`src/rtl/qs_bank_sched_if.sv`:
```
// Job handshake bundle between the bank scheduler and its enqueue/sort/dequeue engines.
// The master side is the scheduler; the slave side is the engine cluster.
interface qs_bank_sched_if #(
    parameter int BANKS_N = 4,
    parameter int N_W     = 8
);
    localparam int BID_W = $clog2(BANKS_N);

    logic             enq_start_vld_r;
    logic [BID_W-1:0] enq_start_bank_r;
    logic             enq_start_ack;
    logic             enq_done_vld;
    logic [N_W-1:0]   enq_done_n;
    logic             enq_done_err;

    logic             sort_start_vld_r;
    logic [BID_W-1:0] sort_start_bank_r;
    logic [N_W-1:0]   sort_start_n_r;
    logic             sort_start_ack;
    logic             sort_done_vld;

    logic             deq_start_vld_r;
    logic [BID_W-1:0] deq_start_bank_r;
    logic [N_W-1:0]   deq_start_n_r;
    logic             deq_start_err_r;
    logic             deq_start_ack;
    logic             deq_done_vld;

    logic             busy_r;
    logic             proto_err_r;

    modport master (
        output enq_start_vld_r, enq_start_bank_r,
        output sort_start_vld_r, sort_start_bank_r, sort_start_n_r,
        output deq_start_vld_r, deq_start_bank_r, deq_start_n_r, deq_start_err_r,
        output busy_r, proto_err_r,
        input  enq_start_ack, enq_done_vld, enq_done_n, enq_done_err,
        input  sort_start_ack, sort_done_vld,
        input  deq_start_ack, deq_done_vld
    );

    modport slave (
        input  enq_start_vld_r, enq_start_bank_r,
        input  sort_start_vld_r, sort_start_bank_r, sort_start_n_r,
        input  deq_start_vld_r, deq_start_bank_r, deq_start_n_r, deq_start_err_r,
        input  busy_r, proto_err_r,
        output enq_start_ack, enq_done_vld, enq_done_n, enq_done_err,
        output sort_start_ack, sort_done_vld,
        output deq_start_ack, deq_done_vld
    );
endinterface

```
`src/rtl/qs_bank_sched.sv`:
```
// Round-robin bank scheduler: three agents (enq, sort, deq) walk the banks in order,
// each offering a bank once it reaches that agent's source state.
//   bank state | meaning                     agent phase | meaning
//   READY      | free, waiting for enq       IDLE        | watching bank at pointer
//   LOADING    | enq engine filling it       OFFER       | start_vld_r high, awaiting ack
//   LOADED     | filled, waiting for sort    ACTIVE      | engine owns the bank until done
//   SORTING    | sort engine working
//   SORTED     | sorted, waiting for deq
//   UNLOADING  | deq engine draining it
module qs_bank_sched #(
    parameter int BANKS_N = 4,
    parameter int N_W     = 8
) (
    input logic             clk,
    input logic             rst,
    qs_bank_sched_if.master bus
);
    localparam int BID_W   = $clog2(BANKS_N);
    localparam int AG_N    = 3;
    localparam int AG_ENQ  = 0;
    localparam int AG_SORT = 1;
    localparam int AG_DEQ  = 2;

    typedef enum logic [2:0] {
        ST_READY, ST_LOADING, ST_LOADED, ST_SORTING, ST_SORTED, ST_UNLOADING
    } bank_st_e;

    typedef enum logic [1:0] {PH_IDLE, PH_OFFER, PH_ACTIVE} phase_e;

    bank_st_e         st_q      [BANKS_N];
    bank_st_e         st_d      [BANKS_N];
    logic [N_W-1:0]   n_q       [BANKS_N];
    logic [N_W-1:0]   n_d       [BANKS_N];
    logic             err_q     [BANKS_N];
    logic             err_d     [BANKS_N];
    phase_e           ph_q      [AG_N];
    phase_e           ph_d      [AG_N];
    logic [BID_W-1:0] ptr_q     [AG_N];
    logic [BID_W-1:0] ptr_d     [AG_N];
    logic [N_W-1:0]   pay_n_q   [AG_N];
    logic [N_W-1:0]   pay_n_d   [AG_N];
    logic             pay_err_q [AG_N];
    logic             pay_err_d [AG_N];
    logic             proto_q, proto_d;
    logic             busy_q, busy_d;
    logic [AG_N-1:0]  ack;
    logic [AG_N-1:0]  done;

    assign ack  = {bus.deq_start_ack, bus.sort_start_ack, bus.enq_start_ack};
    assign done = {bus.deq_done_vld, bus.sort_done_vld, bus.enq_done_vld};

    function automatic bank_st_e src_st(int a);
        case (a)
            AG_ENQ:  return ST_READY;
            AG_SORT: return ST_LOADED;
            default: return ST_SORTED;
        endcase
    endfunction

    function automatic bank_st_e busy_st(int a);
        case (a)
            AG_ENQ:  return ST_LOADING;
            AG_SORT: return ST_SORTING;
            default: return ST_UNLOADING;
        endcase
    endfunction

    function automatic bank_st_e done_st(int a);
        case (a)
            AG_ENQ:  return ST_LOADED;
            AG_SORT: return ST_SORTED;
            default: return ST_READY;
        endcase
    endfunction

    always_ff @(posedge clk) begin
        if (rst) begin
            for (int b = 0; b < BANKS_N; b++) begin
                st_q[b]  <= ST_READY;
                n_q[b]   <= '0;
                err_q[b] <= 1'b0;
            end
            for (int a = 0; a < AG_N; a++) begin
                ph_q[a]      <= PH_IDLE;
                ptr_q[a]     <= '0;
                pay_n_q[a]   <= '0;
                pay_err_q[a] <= 1'b0;
            end
            proto_q <= 1'b0;
            busy_q  <= 1'b0;
        end else begin
            st_q      <= st_d;
            n_q       <= n_d;
            err_q     <= err_d;
            ph_q      <= ph_d;
            ptr_q     <= ptr_d;
            pay_n_q   <= pay_n_d;
            pay_err_q <= pay_err_d;
            proto_q   <= proto_d;
            busy_q    <= busy_d;
        end
    end

    // Agents never touch the same bank in one cycle, so their bank writes cannot collide.
    always_comb begin
        st_d      = st_q;
        n_d       = n_q;
        err_d     = err_q;
        ph_d      = ph_q;
        ptr_d     = ptr_q;
        pay_n_d   = pay_n_q;
        pay_err_d = pay_err_q;
        proto_d   = proto_q;
        for (int a = 0; a < AG_N; a++) begin
            if (ack[a] && ph_q[a] != PH_OFFER)
                proto_d = 1'b1;
            if (done[a] && ph_q[a] != PH_ACTIVE)
                proto_d = 1'b1;
            case (ph_q[a])
                PH_IDLE: begin
                    if (st_q[ptr_q[a]] == src_st(a)) begin
                        ph_d[a]      = PH_OFFER;
                        pay_n_d[a]   = n_q[ptr_q[a]];
                        pay_err_d[a] = err_q[ptr_q[a]];
                    end
                end
                PH_OFFER: begin
                    if (ack[a]) begin
                        ph_d[a]          = PH_ACTIVE;
                        st_d[ptr_q[a]]   = busy_st(a);
                    end
                end
                PH_ACTIVE: begin
                    if (done[a]) begin
                        ph_d[a]        = PH_IDLE;
                        st_d[ptr_q[a]] = done_st(a);
                        ptr_d[a]       = ptr_q[a] + BID_W'(1);
                        if (a == AG_ENQ) begin
                            n_d[ptr_q[a]]   = bus.enq_done_n;
                            err_d[ptr_q[a]] = bus.enq_done_err;
                        end
                        if (a == AG_DEQ)
                            err_d[ptr_q[a]] = 1'b0;
                    end
                end
                default: ph_d[a] = PH_IDLE;
            endcase
        end
    end

    always_comb begin
        busy_d = 1'b0;
        for (int b = 0; b < BANKS_N; b++)
            if (st_d[b] != ST_READY)
                busy_d = 1'b1;
        bus.enq_start_vld_r   = (ph_q[AG_ENQ] == PH_OFFER);
        bus.enq_start_bank_r  = ptr_q[AG_ENQ];
        bus.sort_start_vld_r  = (ph_q[AG_SORT] == PH_OFFER);
        bus.sort_start_bank_r = ptr_q[AG_SORT];
        bus.sort_start_n_r    = pay_n_q[AG_SORT];
        bus.deq_start_vld_r   = (ph_q[AG_DEQ] == PH_OFFER);
        bus.deq_start_bank_r  = ptr_q[AG_DEQ];
        bus.deq_start_n_r     = pay_n_q[AG_DEQ];
        bus.deq_start_err_r   = pay_err_q[AG_DEQ];
        bus.busy_r            = busy_q;
        bus.proto_err_r       = proto_q;
    end
endmodule
```
`src/flat_wrapper.sv`:
```
// flat-port wrapper written by rule: the top's interface ports become plain ports
module qs_bank_sched_flat 
#(
    parameter int BANKS_N = 4,
    parameter int N_W     = 8
)
  (clk, rst, bus_enq_start_vld_r, bus_enq_start_bank_r, bus_sort_start_vld_r, bus_sort_start_bank_r, bus_sort_start_n_r, bus_deq_start_vld_r, bus_deq_start_bank_r, bus_deq_start_n_r, bus_deq_start_err_r, bus_busy_r, bus_proto_err_r, bus_enq_start_ack, bus_enq_done_vld, bus_enq_done_n, bus_enq_done_err, bus_sort_start_ack, bus_sort_done_vld, bus_deq_start_ack, bus_deq_done_vld);
  qs_bank_sched_if #(.BANKS_N(BANKS_N), .N_W(N_W)) bus_i ();
  input logic clk;
  input logic rst;
  output wire logic [$bits(bus_i.enq_start_vld_r)-1:0] bus_enq_start_vld_r;
  output wire logic [$bits(bus_i.enq_start_bank_r)-1:0] bus_enq_start_bank_r;
  output wire logic [$bits(bus_i.sort_start_vld_r)-1:0] bus_sort_start_vld_r;
  output wire logic [$bits(bus_i.sort_start_bank_r)-1:0] bus_sort_start_bank_r;
  output wire logic [$bits(bus_i.sort_start_n_r)-1:0] bus_sort_start_n_r;
  output wire logic [$bits(bus_i.deq_start_vld_r)-1:0] bus_deq_start_vld_r;
  output wire logic [$bits(bus_i.deq_start_bank_r)-1:0] bus_deq_start_bank_r;
  output wire logic [$bits(bus_i.deq_start_n_r)-1:0] bus_deq_start_n_r;
  output wire logic [$bits(bus_i.deq_start_err_r)-1:0] bus_deq_start_err_r;
  output wire logic [$bits(bus_i.busy_r)-1:0] bus_busy_r;
  output wire logic [$bits(bus_i.proto_err_r)-1:0] bus_proto_err_r;
  input wire logic [$bits(bus_i.enq_start_ack)-1:0] bus_enq_start_ack;
  input wire logic [$bits(bus_i.enq_done_vld)-1:0] bus_enq_done_vld;
  input wire logic [$bits(bus_i.enq_done_n)-1:0] bus_enq_done_n;
  input wire logic [$bits(bus_i.enq_done_err)-1:0] bus_enq_done_err;
  input wire logic [$bits(bus_i.sort_start_ack)-1:0] bus_sort_start_ack;
  input wire logic [$bits(bus_i.sort_done_vld)-1:0] bus_sort_done_vld;
  input wire logic [$bits(bus_i.deq_start_ack)-1:0] bus_deq_start_ack;
  input wire logic [$bits(bus_i.deq_done_vld)-1:0] bus_deq_done_vld;
  assign bus_enq_start_vld_r = bus_i.enq_start_vld_r;
  assign bus_enq_start_bank_r = bus_i.enq_start_bank_r;
  assign bus_sort_start_vld_r = bus_i.sort_start_vld_r;
  assign bus_sort_start_bank_r = bus_i.sort_start_bank_r;
  assign bus_sort_start_n_r = bus_i.sort_start_n_r;
  assign bus_deq_start_vld_r = bus_i.deq_start_vld_r;
  assign bus_deq_start_bank_r = bus_i.deq_start_bank_r;
  assign bus_deq_start_n_r = bus_i.deq_start_n_r;
  assign bus_deq_start_err_r = bus_i.deq_start_err_r;
  assign bus_busy_r = bus_i.busy_r;
  assign bus_proto_err_r = bus_i.proto_err_r;
  assign bus_i.enq_start_ack = bus_enq_start_ack;
  assign bus_i.enq_done_vld = bus_enq_done_vld;
  assign bus_i.enq_done_n = bus_enq_done_n;
  assign bus_i.enq_done_err = bus_enq_done_err;
  assign bus_i.sort_start_ack = bus_sort_start_ack;
  assign bus_i.sort_done_vld = bus_sort_done_vld;
  assign bus_i.deq_start_ack = bus_deq_start_ack;
  assign bus_i.deq_done_vld = bus_deq_done_vld;
  qs_bank_sched #(.BANKS_N(BANKS_N), .N_W(N_W)) u_core (.clk(clk), .rst(rst), .bus(bus_i));
endmodule
```
`config.mk`:
```
export PLATFORM = sky130hd
export DESIGN_NAME = qs_bank_sched_flat
export DESIGN_NICKNAME = d
export VERILOG_FILES = /design/src/rtl/qs_bank_sched_if.sv /design/src/rtl/qs_bank_sched.sv /design/src/flat_wrapper.sv
export SDC_FILE = /design/constraint.sdc
export NUM_CORES = 1
export LEC_CHECK = 0
export ABC_AREA = 1
export CAP_MARGIN = 20
export CORE_ASPECT_RATIO = 0.5
export CORE_MARGIN = 4
export CORE_UTILIZATION = 52
export CTS_CLUSTER_DIAMETER = 30
export DETAILED_ROUTE_END_ITERATION = 6
export PLACE_DENSITY = 0.77
export SYNTH_ARGS = -nofsm -noshare
export SYNTH_HDL_FRONTEND = slang
export SYNTH_SLANG_ARGS = --single-unit
```
`constraint.sdc`:
```
create_clock -name clk -period 1.8 [get_ports clk]
set_input_delay 0.36 -clock clk [delete_from_list [all_inputs] [get_ports clk]]
set_output_delay 0.36 -clock clk [all_outputs]
set_load 0.01 [all_outputs]
```
==> results.cfg <==
[outcome]
status = finished, violations left
violations = setup timing

[global_routing]
grt_pass1_wl_mm = 21.26
antenna_found_initial = 0
globalRoute.totalOverflow = 0
grt_max_degree = 51
busiest_layer = met2
grt_pass1_vias = 4363
met2_usage_pct = 43.74
track_usage_pct = 26.09
met1_usage_pct = 33.45
grt_use_met3_pct = 6.567

[cts]
cts_tree = built
clockBufferDepth = 2
cts.sinks = 79
path_clk_slew_ps = 60
cts_buffers = 9
clockRootBuffer = clkbuf_16
clk_latency_ps = 340
h-tree-depth = 3

[timing]
worstMarginPinSlew_ps = 512.5
fin_ws_ps = -8.974
clock.fmax_mhz = 552.8
clock-skew-final_ps = 7.949
period_share_pct = 100.5
rsz0062_at_grt = true
finalSetupViolCount = 1
maxSlewViolCount = 0
hold_viol_final = 0
slew_headroom_pct = 65.80
period_minus_slack_ps = 1809

[drt]
via_per_inst = 5.537
drcViolationCount = 0
wl_per_cell_um = 15.58
routed_wl_mm = 13.54
detail-route-antenna-nets = 0
drtIter0Drc = 502
dr.pass1.iters = 5
vias = 4812

[setup_path]
arrival_ps = 2020
critPathMaxFanout = 4
cp-end-kind = register
criticalPathCategory = register to register
critPathLaunchType = register
critical_path_required_ps = 2010

[yosys]
synth_compound_area_share_pct = 25.55
synth-main-ff-cell = dfxtp_1
ys_ff_latch = 79
netlist_top_cells_count = 169 x nand2_1, 109 x a21oi_1, 80 x o21ai_0
synth_edf_count = 0
ys_seq_area_share_pct = 35.50
yosysTopAreaCell = dfxtp_1
synthSimpleGateAreaFrac_pct = 22.72
syn_inst = 665
syn-mean-instance-area_um2 = 6.700
yosys.cell_count.top_type = nand2_1
synth_top_family_by_area = compound AO/OA/AOI/OAI gates
ys_types = 35
synth-async-reset-ratio_pct = 0
synth_area_um2 = 4456
muxShareOfSynthArea_pct = 0
syn_nets = 704
yosysTopAreaCellShare_pct = 35.50
synth-xor-area-share_pct = 0
synth_fa_ha_area_share_pct = 6.178
synthTopCellsByArea = dfxtp_1 35%, nand2_1 14%, a21oi_1 12%, o21ai_0 9.0%, ha_1 6.2%
yosys_warnings = 0

[placed_design]
gp_congestion = 0.9330
dp_slack_ps = -228.2
hpwl_mm = 9.511
port_buffers = 44

[finish]
antenna_cells = 0
fin_util_pct = 71.77
drive_gt1_share_pct = 18.63
syn_to_final_growth_pct = 31.65
fin_nets = 791
multi_input_area_um2 = 2571
fillers = 697
regArea_um2 = 1597

[die]
rows = 23
die_y_um = 73.46
core_um2 = 8173
ios = 45
die_x_um = 138.9
initial_core_util_pct = 54.52
die_area_um2 = 10200

[power]
p_leak_nw = 2.444
power_density_nw_per_um2 = 1282
ir_worst_vdd_mv = 0.7737

[job]
cap_violations = 0

[min_path]
hp-class = register to register
-- cell families after synthesis --
group           count (synthesis)
flops                          79
simple gates                  245
compound gates                212
buf+inv                       107
fa+ha+maj                      22
-- final timing paths --
kind                                from                           to  slack [ps]  depth (start not counted)
min          u_core.bus.deq_start_n_r[0]  u_core.bus.deq_start_n_r[0]         440                          2
max reg2reg               u_core.ph_q[0]            u_core.bus.busy_r          -9                         11
min reg2reg  u_core.bus.deq_start_n_r[0]  u_core.bus.deq_start_n_r[0]         440                          2
max                       u_core.ph_q[0]            u_core.bus.busy_r          -9                         11
-- critical path, stage by stage (launching register included) --
cell and delay, ps:
dfxtp_2 360, inv_1 80, ha_1 300, inv_1 100, a21oi_1 190, nand2_1 100, nand2_1 100, nand2_1 70
nor2_1 110, nand2_1 90, nor2_2 130, a21oi_2 60
-- layout make-up --
class / instances / share of cell area, %
clock buffer: 10 / 3.904
tap: 112 / 2.389
timing repair buffer: 106 / 16.15
multi-input combinational: 479 / 43.84
clock inverter: 6 / 1.557
inverter: 77 / 4.949
sequential: 79 / 27.22
-- state kept, by name, indices dropped and copies added (netlist names), 2 cells and up --
signal,flops
u_core.ph_q,6
u_core.n_q,32
u_core.bus.sort_start_bank_r,2
u_core.err_q,4
u_core.bus.deq_start_n_r,8
u_core.bus.enq_start_bank_r,2
u_core.bus.sort_start_n_r,8
u_core.bus.deq_start_bank_r,2
u_core.st_q,12
-- what timing repair did --
action | in CTS | in global routing
endpoints found under the setup margin | 9 | 24
gates resized for setup | 26 | 29
hold buffers | 0 | 0
gates cloned | 0 | 0
pin swaps | 1 | 4
setup buffers | 0 | 1
-- cells in the final DEF (no fill, tap or decap), types with 3 or more instances in the layout --
cell / n
nand4_1: 3
nand3_1: 22
o221ai_1: 4
ha_4: 6
ha_1: 13
o21ai_2: 5
nor2_1: 31
inv_1: 65
nand3_2: 5
o21ai_0: 79
a21oi_2: 7
dlygate4sd2_1: 4
clkbuf_16: 9
nand2_2: 5
inv_2: 10
buf_4: 57
nor2_4: 4
buf_12: 3
dfxtp_1: 69
clkdlybuf4s50_1: 39
nand2_1: 168
nor3_1: 3
ha_2: 3
a21oi_1: 105
dfxtp_2: 9
-- layer usage --
| metal | share of wire, % | up-vias | wire length (um) |
|---|---|---|---|
| li1 | - | 2367 | - |
| met1 | 44 | 2204 | 5987 |
| met2 | 46 | 210 | 6211 |
| met3 | 7.8 | 31 | 1050 |
| met4 | 2.1 | 0 | 286 |
| met5 | 0 | - | 0 |
-- power by group --
group	total [mW]	switching [mW]	internal (mW)
logic	3.40	1.96	1.43
registers	2.13	0.154	1.98
clock network	1.99	0.763	1.23
-- through the flow --
step / cell area [um^2] / TNS (ps) / total power, mW / cells / hold WS [ps]
CTS: 5753 / -76.55 / 7.249 / 868 / 446.5
global route: 5866 / -152.1 / 7.971 / 869 / 460.0
detailed placement: 5375 / -2839 / 5.186 / 852 / 437.0
floorplan: 4459 / 0 / 3.986 / 665 / 440.5
global placement: 5375 / -2252 / 5.157 / 852 / 431.0
finish: 5866 / -8.974 / 7.520 / 869 / 443.9
No activity file was read; power rests on OpenSTA's default activity.
